### src/rtl/plic_pkg.sv
// rtl/plic_pkg.sv - PLIC context/claim constants, types and address helpers
package plic_pkg;

  localparam int N_INTERRUPTS = 32;
  localparam int N_CONTEXTS   = 2;
  localparam int PRIO_WIDTH   = 3;
  localparam int ID_WIDTH     = $clog2(N_INTERRUPTS + 1);

  localparam logic [31:0] ENABLE_BASE    = 32'h0000_2000;
  localparam logic [31:0] CONTEXT_BASE   = 32'h0020_0000;
  localparam logic [31:0] THRESH_OFFSET  = 32'h0;
  localparam logic [31:0] CLAIM_OFFSET   = 32'h4;
  localparam logic [31:0] ENABLE_STRIDE  = 32'h80;
  localparam logic [31:0] CONTEXT_STRIDE = 32'h1000;

  // IDs 0..N_INTERRUPTS occupy N_INTERRUPTS+1 enable bits, rounded up to whole words
  localparam int N_EN_WORDS = (N_INTERRUPTS + 32) / 32;
  localparam int EN_BITS    = N_EN_WORDS * 32;

  typedef logic [PRIO_WIDTH-1:0] prio_t;
  typedef logic [ID_WIDTH-1:0]   irq_id_t;

  // Writable enable bits: ID 0 and IDs beyond N_INTERRUPTS stay 0
  function automatic logic [EN_BITS-1:0] id_mask();
    logic [EN_BITS-1:0] m;
    m = '0;
    for (int i = 1; i <= N_INTERRUPTS; i++) m[i] = 1'b1;
    return m;
  endfunction

  localparam logic [EN_BITS-1:0] ID_MASK = id_mask();

  function automatic logic [31:0] enable_addr(int c, int k);
    return ENABLE_BASE + 32'(c) * ENABLE_STRIDE + 32'(4 * k);
  endfunction

  function automatic logic [31:0] thresh_addr(int c);
    return CONTEXT_BASE + 32'(c) * CONTEXT_STRIDE + THRESH_OFFSET;
  endfunction

  function automatic logic [31:0] claim_addr(int c);
    return CONTEXT_BASE + 32'(c) * CONTEXT_STRIDE + CLAIM_OFFSET;
  endfunction

endpackage

### src/rtl/plic_priority_select.sv
// rtl/plic_priority_select.sv - max-priority, lowest-ID source selection for one context
module plic_priority_select
  import plic_pkg::*;
(
  input  logic [N_INTERRUPTS-1:0]            eligible_i,
  input  logic [N_INTERRUPTS*PRIO_WIDTH-1:0] priority_i,
  output irq_id_t                            best_id_o,
  output prio_t                              best_prio_o
);

  irq_id_t id_acc;
  prio_t   prio_acc;

  // Scan upward with strict compare so equal priorities keep the lower ID
  always_comb begin
    id_acc   = '0;
    prio_acc = '0;
    for (int i = 0; i < N_INTERRUPTS; i++) begin
      if (eligible_i[i] && (priority_i[i*PRIO_WIDTH +: PRIO_WIDTH] > prio_acc)) begin
        id_acc   = irq_id_t'(i + 1);
        prio_acc = priority_i[i*PRIO_WIDTH +: PRIO_WIDTH];
      end
    end
  end

  assign best_id_o   = id_acc;
  assign best_prio_o = prio_acc;

endmodule

### src/rtl/plic_context_claim_unit.sv
// rtl/plic_context_claim_unit.sv - per-context enables, thresholds, claim/complete and irq lines
module plic_context_claim_unit
  import plic_pkg::*;
(
  input  logic                               clk,
  input  logic                               rst,
  input  logic [N_INTERRUPTS-1:0]            interrupt_pending,
  input  logic [N_INTERRUPTS*PRIO_WIDTH-1:0] interrupt_priority,
  output logic [N_INTERRUPTS-1:0]            claim_pulse,
  output logic [N_INTERRUPTS-1:0]            complete_pulse,
  output logic [N_CONTEXTS-1:0]              irq_out,
  input  logic [31:0]                        addr,
  input  logic                               wen,
  input  logic                               ren,
  input  logic [31:0]                        wdata,
  output logic [31:0]                        rdata,
  output logic                               addr_valid
);

  logic [N_CONTEXTS-1:0][EN_BITS-1:0]      enable_q, enable_d;
  prio_t                                   thresh_q [N_CONTEXTS];
  prio_t                                   thresh_d [N_CONTEXTS];
  logic [N_INTERRUPTS-1:0]                 in_service_q, in_service_d;
  irq_id_t                                 best_id_q [N_CONTEXTS];
  irq_id_t                                 best_id_d [N_CONTEXTS];
  prio_t                                   best_prio_q [N_CONTEXTS];
  prio_t                                   best_prio_d [N_CONTEXTS];
  logic [N_CONTEXTS-1:0][N_INTERRUPTS-1:0] eligible;

  // Bus decode, read mux, claim/complete pulses and register next-state
  always_comb begin
    rdata          = '0;
    addr_valid     = 1'b0;
    claim_pulse    = '0;
    complete_pulse = '0;
    enable_d       = enable_q;
    thresh_d       = thresh_q;
    in_service_d   = in_service_q;
    for (int c = 0; c < N_CONTEXTS; c++) begin
      for (int k = 0; k < N_EN_WORDS; k++) begin
        if (addr == enable_addr(c, k)) begin
          addr_valid = 1'b1;
          rdata      = enable_q[c][k*32 +: 32];
          if (wen) enable_d[c][k*32 +: 32] = wdata & ID_MASK[k*32 +: 32];
        end
      end
      if (addr == thresh_addr(c)) begin
        addr_valid = 1'b1;
        rdata      = 32'(thresh_q[c]);
        if (wen) thresh_d[c] = wdata[PRIO_WIDTH-1:0];
      end
      if (addr == claim_addr(c)) begin
        addr_valid = 1'b1;
        rdata      = 32'(best_id_q[c]);
        if (wen) begin
          // Complete: only an in-service source this context has enabled
          for (int i = 0; i < N_INTERRUPTS; i++) begin
            if ((wdata == 32'(i + 1)) && in_service_q[i] && enable_q[c][i+1]) begin
              complete_pulse[i] = 1'b1;
              in_service_d[i]   = 1'b0;
            end
          end
        end else if (ren) begin
          // Claim: best_id_q of 0 matches no source, so nothing happens
          for (int i = 0; i < N_INTERRUPTS; i++) begin
            if (best_id_q[c] == irq_id_t'(i + 1)) begin
              claim_pulse[i]  = 1'b1;
              in_service_d[i] = 1'b1;
            end
          end
        end
      end
    end
  end

  // Eligibility; a source claimed this cycle is hidden from every context
  always_comb begin
    eligible = '0;
    for (int c = 0; c < N_CONTEXTS; c++) begin
      for (int i = 0; i < N_INTERRUPTS; i++) begin
        eligible[c][i] = interrupt_pending[i] & enable_q[c][i+1] & ~in_service_q[i]
                       & ~claim_pulse[i]
                       & (interrupt_priority[i*PRIO_WIDTH +: PRIO_WIDTH] > thresh_q[c]);
      end
    end
  end

  for (genvar c = 0; c < N_CONTEXTS; c++) begin : g_ctx
    plic_priority_select u_select (
      .eligible_i  (eligible[c]),
      .priority_i  (interrupt_priority),
      .best_id_o   (best_id_d[c]),
      .best_prio_o (best_prio_d[c])
    );
  end

  // A selected source always has nonzero priority, so this tracks best_id_q != 0
  always_comb begin
    irq_out = '0;
    for (int c = 0; c < N_CONTEXTS; c++) irq_out[c] = (best_prio_q[c] != '0);
  end

  // State registers
  always_ff @(posedge clk or posedge rst) begin
    if (rst) begin
      enable_q     <= '0;
      thresh_q     <= '{default: '0};
      in_service_q <= '0;
      best_id_q    <= '{default: '0};
      best_prio_q  <= '{default: '0};
    end else begin
      enable_q     <= enable_d;
      thresh_q     <= thresh_d;
      in_service_q <= in_service_d;
      best_id_q    <= best_id_d;
      best_prio_q  <= best_prio_d;
    end
  end

endmodule

### config.mk
export PLATFORM = sky130hd
export DESIGN_NAME = plic_context_claim_unit
export DESIGN_NICKNAME = d
export VERILOG_FILES = /design/src/rtl/plic_pkg.sv /design/src/rtl/plic_priority_select.sv /design/src/rtl/plic_context_claim_unit.sv
export SDC_FILE = /design/constraint.sdc
export NUM_CORES = 1
export LEC_CHECK = 0
export BUFFER_PORTS_ARGS = -buffer_cell sky130_fd_sc_hd__buf_2
export CAP_MARGIN = 40
export CORE_ASPECT_RATIO = 1.2
export CORE_MARGIN = 2
export CORE_UTILIZATION = 30
export CTS_BUF_LIST = sky130_fd_sc_hd__clkbuf_16
export DETAILED_ROUTE_END_ITERATION = 7
export GPL_ROUTABILITY_DRIVEN = 0
export GPL_TIMING_DRIVEN = 1
export PLACE_DENSITY = 0.49
export SETUP_SLACK_MARGIN = 0.15
export SLEW_MARGIN = 20
export SYNTH_ARGS = -nofsm -noshare
export SYNTH_HDL_FRONTEND = slang
export SYNTH_SLANG_ARGS = --single-unit
### constraint.sdc
create_clock -name clk -period 111.7 [get_ports clk]
set_clock_uncertainty 0.1 [all_clocks]
set_input_delay 22.34 -clock clk [delete_from_list [all_inputs] [get_ports clk]]
set_output_delay 22.34 -clock clk [all_outputs]
set_load 0.1 [all_outputs]
== Word level (Yosys, flattened, before mapping) ==
Cells that the tools add are included.

* $lt $le $gt $ge: 127
* Equality and inequality tests: 104
* Muxes and demuxes: 416
* Bitwise logic cells: 320
* Reduce and logical (&&, ||, !) cells: 168

{| class="wikitable"
|+ Operators by type and width
! operator !! number
|-
| 32-bit 2-to-1 mux || 24
|-
| 32-bit by 5-bit == test with 1-bit output, second input constant || 16
|-
| 3-bit > comparator || 126
|-
| 1-bit 2-to-1 mux || 266
|-
| 1-bit AND || 256
|-
| 32-bit by 4-bit == test with 1-bit output, second input constant || 8
|-
| 3-bit 2-to-1 mux || 72
|-
| 6-bit by 5-bit == test with 1-bit output, second input constant || 32
|-
| 1-bit logical AND || 160
|-
| 5-bit 2-to-1 mux || 32
|-
| 32-bit by 14-bit == test with 1-bit output, second input constant || 4
|-
| 32-bit by 22-bit == test with 1-bit output, second input constant || 4
|-
| 32-bit by 3-bit == test with 1-bit output, second input constant || 4
|-
| 6-bit by 4-bit == test with 1-bit output, second input constant || 16
|-
| 32-bit by 2-bit == test with 1-bit output, second input constant || 2
|-
| 4-bit 2-to-1 mux || 16
|-
| 1-bit inverter || 64
|-
| 6-bit by 3-bit == test with 1-bit output, second input constant || 8
|-
| 32-bit by 1-bit == test with 1-bit output, second input constant || 1
|-
| 32-bit by 6-bit == test with 1-bit output, second input constant || 1
|-
| 6-bit by 2-bit == test with 1-bit output, second input constant || 4
|-
| 6-bit by 1-bit == test with 1-bit output, second input constant || 2
|-
| 6-bit == test, second input constant || 2
|-
| 6-bit 2-to-1 mux || 2
|-
| 4 further kinds || 13
|}

* Flip-flop bits (word level): 120
* Output and inout bits: 99
* Word-level logic and storage cells: 1146

== Longest topological paths before layout ==
Gate-level depths: netlist of run 1.

* Word-level depth: 107
* Gate-level depth with buffers: 223
* Mapped depth without buffers: 220

== By module ==
A second synthesis of run 1 with hierarchy kept.

* Cell total of the unflattened synthesis: 2831
* Area total of the unflattened synthesis: 21285.4 um2

{| class="wikitable"
|+ Modules (own cells, without submodules)
! module !! instances !! cells an instance !! area an instance (um2)
|-
| plic_context_claim_unit || 1 || 1360 || 11609.9
|-
| plic_priority_select at g_ctx[1].u_select || 1 || 759 || 5039.8
|-
| plic_priority_select at g_ctx[0].u_select || 1 || 712 || 4635.7
|}

== Worst setup path after synthesis of run 1 ==
Ideal clock, no wire load.

* Path kind: input to register
* Start: input addr[9]
* End: register best_prio_q[0] in the netlist's numbering
* Setup time: 0.066 ns
* Arrival: 63.204 ns
* Required time: 111.534 ns
* Slack: 48.330 ns
* Cell stages on the path: 207
* Buffers on the path: 4
* Cells stage by stage: nor4_2 -> nand4_2 -> buf_6 -> a211oi_2 -> nor3_1 -> nand2_1 -> ha_1 -> nand3_1 -> nand3_1 -> a221oi_1 -> nand2_1 -> nor2_1 -> mux2_2 -> ha_1 -> nand3_1 -> and3_1 -> o221ai_1 -> or3_1 -> (+171 left out) -> a31oi_1 -> o21ai_0 -> a31oi_1 -> or2_2 -> ha_1 -> inv_1 -> a21o_1 -> a21oi_1 -> or4_1 -> buf_2 -> mux2_2 -> ha_1 -> a21o_1 -> a21oi_1 -> or4_1 -> clkbuf_1 -> a31oi_1 -> o31a_1

{| class="wikitable"
|+ RTL lines
! item !! RTL line !! source
|-
| start, declared || plic_context_claim_unit.sv:12 || <nowiki>input logic [31:0] addr,</nowiki>
|-
| end signal, assigned || plic_context_claim_unit.sv:116 || <nowiki>best_prio_q <= best_prio_d;</nowiki>
|-
| end, declared || plic_context_claim_unit.sv:26 || <nowiki>prio_t best_prio_q [N_CONTEXTS];</nowiki>
|}

==> results of run 1 <==
## routing by layer
metal	part of all wire (%)	wire length [um]	GRT usage [%]
met1	39	39240	33.33
met3	7.6	7589	3.520
met5	0	0	0
met2	47	47320	47.69
met4	5.7	5739	14.75
## layout make-up
class	count	area (um^2)	area share, %
multi-input combinational	2336	16370	68.95
sequential	120	3003	12.65
timing repair buffer	351	1968	8.292
tap	901	1127	4.749
inverter	171	646.9	2.725
clock buffer	17	425.4	1.792
clock inverter	15	200.2	0.8434
## critical path, delay by kind of cell
| kind | cells | cell delay, ns |
|---|---|---|
| buf+inv | 7 | 1.02 |
| mux | 9 | 3.55 |
| compound gates | 78 | 16.23 |
| fa+ha+maj | 36 | 10.06 |
| simple gates | 77 | 15.04 |
## where the power goes
group | switching, mW | internal (mW)
Sequential | 0.000000000786 | 0.0435
Combinational | 0.0169 | 0.00897
Clock | 0.0235 | 0.0374
Total | 0.0404 | 0.0899
## cells by family (layout without fill, tap and decap cells)
group / after synthesis / count (layout)
AOI/OAI and AO/OA: 824 / 824
and+or+nand+nor: 1131 / 1131
buffers and inverters: 258 / 554
DFF: 120 / 120
adders and majority gates: 285 / 285
muxes: 96 / 96
## worst min path at each step
stage	startpoint	to	cells past startpoint
floorplan	thresh_q[4]$_DFFE_PP0P_	thresh_q[4]$_DFFE_PP0P_	1
global placement	thresh_q[5]$_DFFE_PP0P_	thresh_q[5]$_DFFE_PP0P_	1
detailed placement	thresh_q[5]$_DFFE_PP0P_	thresh_q[5]$_DFFE_PP0P_	1
CTS	thresh_q[5]$_DFFE_PP0P_	thresh_q[5]$_DFFE_PP0P_	1
global route	thresh_q[5]$_DFFE_PP0P_	thresh_q[5]$_DFFE_PP0P_	1
finish	thresh_q[5]$_DFFE_PP0P_	thresh_q[5]$_DFFE_PP0P_	1
## sequential cells by signal, summed over array words and instances (netlist names)
signal        cells
enable_q         64
in_service_q     32
best_id_q        12
best_prio_q       6
thresh_q          6
## metrics by stage
stage | power (mW) | cell area, um^2 | util [%] | setup slack [ns] | cells
floorplan | 0.05762 | 20340 | - | 48.33 | 2714
global placement | 0.06864 | 22870 | 34.06 | 44.04 | 3856
detailed placement | 0.06978 | 23090 | 34.39 | 44.00 | 3875
CTS | 0.1302 | 23720 | 35.32 | 44.28 | 3907
global route | 0.1353 | 23740 | 35.35 | 40.09 | 3911
finish | 0.1303 | 23740 | 35.35 | 43.63 | 3911
## cell usage after synthesis (68+ instances only)
master / number / area share [%]
mux2_2: 87 / 4.8
nor3_1: 76 / 1.9
nor2b_1: 75 / 2.3
a21oi_1: 145 / 3.6
clkbuf_1: 68 / 1.3
dfrtp_1: 120 / 15
ha_1: 274 / 17
nand2_1: 265 / 4.9
o21ai_0: 150 / 3.7
nand3_1: 169 / 4.2
nor2_1: 233 / 4.3
inv_1: 169 / 3.1
==> impl_metrics.env, run 1 <==
export IMPL_synth_area_per_cell_um2=7.495
export IMPL_startpoint_type="input pin"
export IMPL_final_max_slew_viol_count=0
export IMPL_cap_violations=0
export IMPL_setup_worst_path_end="best_id_q[1]$_DFF_PP0_"
export IMPL_synth_ff_type="dfrtp_1"
export IMPL_ys_ff_latch=120
export IMPL_ant_nets=0
export IMPL_leakage_nw=11.39
export IMPL_overflow=0
export IMPL_cpMostUsedCell="ha_1"
export IMPL_slew_headroom_pct=36.68
export IMPL_cp_required_ns=111.88
export IMPL_hold_ws_ns=0.4594
export IMPL_synth_compound_area_share_pct=28.59
export IMPL_syn_to_final_growth_pct=16.69
export IMPL_grt_antenna_before_repair=1
export IMPL_root_buffer="clkbuf_16"
export IMPL_cts_tree="built"
export IMPL_grt_pass1_vias=23220
export IMPL_hold_buffers=0
export IMPL_synth_area_um2=20340
export IMPL_endpoint_kind="flop"
export IMPL_fp_dieArea_um2=69910
export IMPL_cts_clk_slew_worst_paths_ns=0.06
export IMPL_setup_violations=0
export IMPL_status="finished, final reports clean"
export IMPL_grt_max_degree=51
export IMPL_synthCells=2714
export IMPL_cts_path_max_buffers=2
export IMPL_grt_usage_pct=27.53
export IMPL_setup_worst_path_start="wen"
export IMPL_synthArstFlopShare_pct=100.0
export IMPL_yosys_mux_area_fraction_pct=5.382
export IMPL_setup_tns_ns=0
export IMPL_crit_type="input pin to flop"
export IMPL_post_cts_buffers=0
export IMPL_ctsResizeCount=0
export IMPL_r2r_start="best_id_q[11]$_DFF_PP0_"
export IMPL_min_delay_path_class="flop to flop"
export IMPL_fmax_ghz=0.01469
export IMPL_synth_edf_count=0
export IMPL_min_period_ns=68.07
export IMPL_slowest_delay_ns=0.81
export IMPL_synth_fa_ha_area_share_pct=17.39
export IMPL_r2r_end="best_id_q[1]$_DFF_PP0_"
export IMPL_rsz0062_at_grt="false"
export IMPL_num_fill_cells=7152
export IMPL_htree_num_levels=4
export IMPL_drive_above_1_share_pct=18.67
export IMPL_cts_sinks=120
export IMPL_peakVddDrop_mv=0.009947
export IMPL_cts_buffers=17
export IMPL_fp_row_count=104
export IMPL_grt_pass1_wl_um=146800
export IMPL_drt_initial_drc_count=2509
export IMPL_tightestPinTransition_ns=0.9366
export IMPL_layout_commonest_cell="buf_2"
export IMPL_cp_max_fo=22
export IMPL_drc=0
export IMPL_cp_slowest_cell="nor4b_4"
export IMPL_wl_per_cell_um=25.54
export IMPL_coreArea_um2=67140
export IMPL_layout_nets=3467
export IMPL_num_antenna_cells=0
export IMPL_synth_cell_types=106
export IMPL_dpl_hpwl_um=81620
export IMPL_drt_first_pass_iters=6
export IMPL_ys_seq_area_share_pct=14.76
export IMPL_clk_latency_ns=0.44
export IMPL_hold_viol=0
export IMPL_finalCritPeriodShare_pct=60.94
export IMPL_synth_simple_area_share_pct=28.92
export IMPL_syn_nets=3184
export IMPL_layout_common_cells="buf_2 (301), ha_1 (274), nand2_1 (263)"
export IMPL_synth_top_family_by_area="simple AND/OR/NAND/NOR gates"
export IMPL_cp_data_arrival_time_ns=68.25
export IMPL_die_h_um=289.3
export IMPL_power_density_nw_per_um2=5.489
export IMPL_vias=24070
export IMPL_yosysWarnings=0
export IMPL_avgViaCountPerCell=6.155
export IMPL_io_buffers=294
export IMPL_reg2reg_setup_slack_ns=65.36
export IMPL_synthXorXnorAreaFrac_pct=0
export IMPL_detail_route_wirelength_um=99890
export IMPL_die_x_um=241.7
export IMPL_ff2ff_path_depth=206
export IMPL_pin_count=295
export IMPL_start_util_pct=30.30
Note: power is estimated with default switching activity, not from simulation.
==> run 2, diff against run 1 <==
--- a/config.mk
+++ b/config.mk
@@ -5,6 +5,7 @@
 export SDC_FILE = /design/constraint.sdc
 export NUM_CORES = 1
 export LEC_CHECK = 0
+export ABC_AREA = 1
 export BUFFER_PORTS_ARGS = -buffer_cell sky130_fd_sc_hd__buf_2
 export CAP_MARGIN = 40
 export CORE_ASPECT_RATIO = 1.2
@@ -14,7 +15,7 @@
 export DETAILED_ROUTE_END_ITERATION = 7
 export GPL_ROUTABILITY_DRIVEN = 0
 export GPL_TIMING_DRIVEN = 1
-export PLACE_DENSITY = 0.49
+export PLACE_DENSITY = 0.51
 export SETUP_SLACK_MARGIN = 0.15
 export SLEW_MARGIN = 20
 export SYNTH_ARGS = -nofsm -noshare
==> constraint.sdc (replaced) <==
create_clock -name clk -period 61.9 [get_ports clk]
set_clock_uncertainty 0.1 [all_clocks]
set_input_delay 12.38 -clock clk [delete_from_list [all_inputs] [get_ports clk]]
set_output_delay 12.38 -clock clk [all_outputs]
set_load 0.1 [all_outputs]
==> run 2 against run 1 <==
Global-route usage fell by 2.5 points. Cell area fell by 6.3%. Core utilization decreased by 0.069 points. Sequential power rose by 80%. Largest cell class unchanged. Synthesized cell count is 9.4% higher. Total power is 61% higher. First-iteration DRC count fell by 23%. Highest routed layer is now met5. Sequential share of layout area rose by 0.86 points.
==> impl_metrics.env, run 2 <==
export IMPL_layout_common_cells="nand2_1 (688), inv_1 (365), buf_2 (294)"
export IMPL_synth_area_per_cell_um2=6.422
export IMPL_cts_clk_slew_worst_paths_ns=0.05
export IMPL_cp_data_arrival_time_ns=50.47
export IMPL_io_buffers=294
export IMPL_cts_path_max_buffers=2
export IMPL_largest_reg_flops=64
export IMPL_post_cts_buffers=0
export IMPL_crit_type="input pin to flop"
export IMPL_synth_edf_count=0
export IMPL_slew_headroom_pct=40.10
export IMPL_cts_buffers=17
export IMPL_power_density_nw_per_um2=9.420
export IMPL_place_worst_setup_slack_ns=11.25
export IMPL_pin_count=295
export IMPL_cts_sinks=120
export IMPL_dpl_hpwl_um=69140
export IMPL_reg2reg_setup_slack_ns=23.68
export IMPL_root_buffer="clkbuf_16"
export IMPL_final_max_slew_viol_count=0
export IMPL_ys_seq_area_share_pct=15.75
export IMPL_min_delay_path_class="flop to flop"
export IMPL_fmax_ghz=0.01989
export IMPL_endpoint_kind="flop"
export IMPL_die_h_um=280.2
export IMPL_hold_buffers=0
export IMPL_finalCritPeriodShare_pct=81.21
export IMPL_cap_violations=0
export IMPL_tightestPinTransition_ns=0.8758
export IMPL_slowest_delay_ns=0.49
export IMPL_grt_usage_pct=25.01
export IMPL_synth_commonest_cells="nand2_1 (691), inv_1 (361), ha_1 (274)"
export IMPL_netlist_area_leader_share_pct=17.98
export IMPL_ctsResizeCount=0
export IMPL_overflow=0
export IMPL_synth_top_area_cell="ha_1"
export IMPL_grt_antenna_before_repair=7
export IMPL_min_period_ns=50.27
export IMPL_htree_num_levels=4
export IMPL_final_area_um2=22250
export IMPL_synthCells=2969
export IMPL_drc=0
export IMPL_setup_violations=0
export IMPL_ant_nets=0
export IMPL_synth_cell_types=66
export IMPL_dp_cells=4083
export IMPL_die_x_um=234.1
export IMPL_start_util_pct=30.24
export IMPL_fp_row_count=101
export IMPL_setup_slack_ns=11.63
export IMPL_syn_to_final_growth_pct=16.69
export IMPL_grt_pass1_vias=20790
export IMPL_reg_top3="enable_q (64), in_service_q (32), best_id_q (12)"
export IMPL_drt_initial_drc_count=1935
export IMPL_ys_top_cells_by_area="ha_1 (18%), dfrtp_1 (16%), nand2_1 (14%)"
export IMPL_startpoint_type="input pin"
export IMPL_detail_route_wirelength_um=83470
export IMPL_cts_tree="built"
export IMPL_synth_most_common_cell="nand2_1"
export IMPL_grt_pass1_wl_um=124100
export IMPL_layout_commonest_cell="nand2_1"
export IMPL_top_register="enable_q"
export IMPL_final_cells=4122
export IMPL_avgViaCountPerCell=5.256
export IMPL_drive_above_1_share_pct=19.32
export IMPL_num_fill_cells=6984
export IMPL_synth_area_um2=19070
export IMPL_setup_tns_ns=0
export IMPL_synth_ff_type="dfrtp_1"
export IMPL_rsz0062_at_grt="false"
export IMPL_layout_nets=3751
export IMPL_vias=21670
export IMPL_hold_viol=0
export IMPL_cpMostUsedCell="o21ai_0"
export IMPL_cp_max_fo=26
export IMPL_leakage_nw=11.75
export IMPL_fp_dieArea_um2=65600
export IMPL_status="finished, final reports clean"
export IMPL_drt_first_pass_iters=6
export IMPL_grt_max_degree=63
export IMPL_ys_ff_latch=120
export IMPL_cp_slowest_cell="nor2_1"
export IMPL_syn_nets=3439
export IMPL_peakVddDrop_mv=0.01739
export IMPL_synthArstFlopShare_pct=100.0
export IMPL_yosysWarnings=0
export IMPL_cp_required_ns=62.11
export IMPL_clk_latency_ns=0.43
export IMPL_wl_per_cell_um=20.25
export IMPL_coreArea_um2=63060
export IMPL_place_area_um2=21720
[run 2: changes by cell type after synthesis, moves of 66 or more]
cell / delta
nand3_1: +88
nand2_2: +117
nand3_2: +66
o21ai_0: +104
mux2_2: -87
nand2_1: +426
inv_1: +192
nor2b_1: -75
[run 2: critical path: cells and delay by family]
| kind | cells | cell delay (ns) |
|---|---|---|
| AOI/OAI and AO/OA | 53 | 12.42 |
| and+or+nand+nor | 116 | 14.39 |
| buffers and inverters | 20 | 2.02 |
| adders and majority gates | 31 | 9.16 |
[run 2: area by class of cell]
| class | count | area [um^2] | area share [%] |
|---|---|---|---|
| inverters | 397 | 1498 | 6.732 |
| multi-input cells | 2412 | 14420 | 64.80 |
| well taps | 824 | 1031 | 4.634 |
| clock buffers | 17 | 425.4 | 1.912 |
| flip-flops and latches | 120 | 3005 | 13.51 |
| diodes | 6 | 15.01 | 0.06748 |
| repair buffers | 333 | 1804 | 8.109 |
| clock inverters | 13 | 53.80 | 0.2418 |
[run 2: metal layers]
layer  up-vias  share of wire [%]  routed length (um)  global-route usage (%)
met2       671                 48               40440                   43.20
li1      10810                  -                   -                       -
met4         2                4.5                3764                   11.31
met3       145                5.1                4238                   2.856
met5         -             0.0096                   8                       0
met1     10040                 42               35020                   30.91
[run 2: power by group]
part           switching [mW]  leakage (nW)  internal, mW  total (mW)
clock                  0.0363         0.258        0.0489      0.0852
combinational          0.0290          9.98        0.0169      0.0459
sequential     0.000000000658          1.51        0.0785      0.0785
[run 2: cells by family (layout without fill, tap and decap cells)]
kind of cell	count (synthesis)	in the layout	synth area share (%)
AND/OR/NAND/NOR	1543	1543	38.90
AO/OA/AOI/OAI	595	595	18.65
buffers and inverters	437	760	8.721
adder cells (fa/ha/maj)	274	274	17.98
flip-flops	120	120	15.75
other	0	6	0
[run 2: through the flow]
step | hold slack [ns] | util [%] | total power, mW
final | 0.3903 | 35.28 | 0.2096
after global routing | 0.4316 | 35.28 | 0.2203
after CTS | 0.3892 | 35.20 | 0.2105
after detailed placement | 0.3754 | 34.44 | 0.1256
after global placement | 0.3678 | 34.24 | 0.1252
after floorplan | 0.3530 | - | 0.1066
[run 2: final timing paths]
kind | cells after the start | end | startpoint
setup / recovery | 220 | best_prio_q[0]$_DFF_PP0_ | wen
hold / removal | 2 | enable_q[1]$_DFFE_PP0P_ | enable_q[1]$_DFFE_PP0P_
setup reg to reg | 217 | best_prio_q[0]$_DFF_PP0_ | thresh_q[2]$_DFFE_PP0P_
hold reg to reg | 2 | enable_q[1]$_DFFE_PP0P_ | enable_q[1]$_DFFE_PP0P_
max in group asynchronous | 4 | enable_q[86]$_DFFE_PP0P_ | rst
min in group asynchronous | 2 | thresh_q[4]$_DFFE_PP0P_ | rst
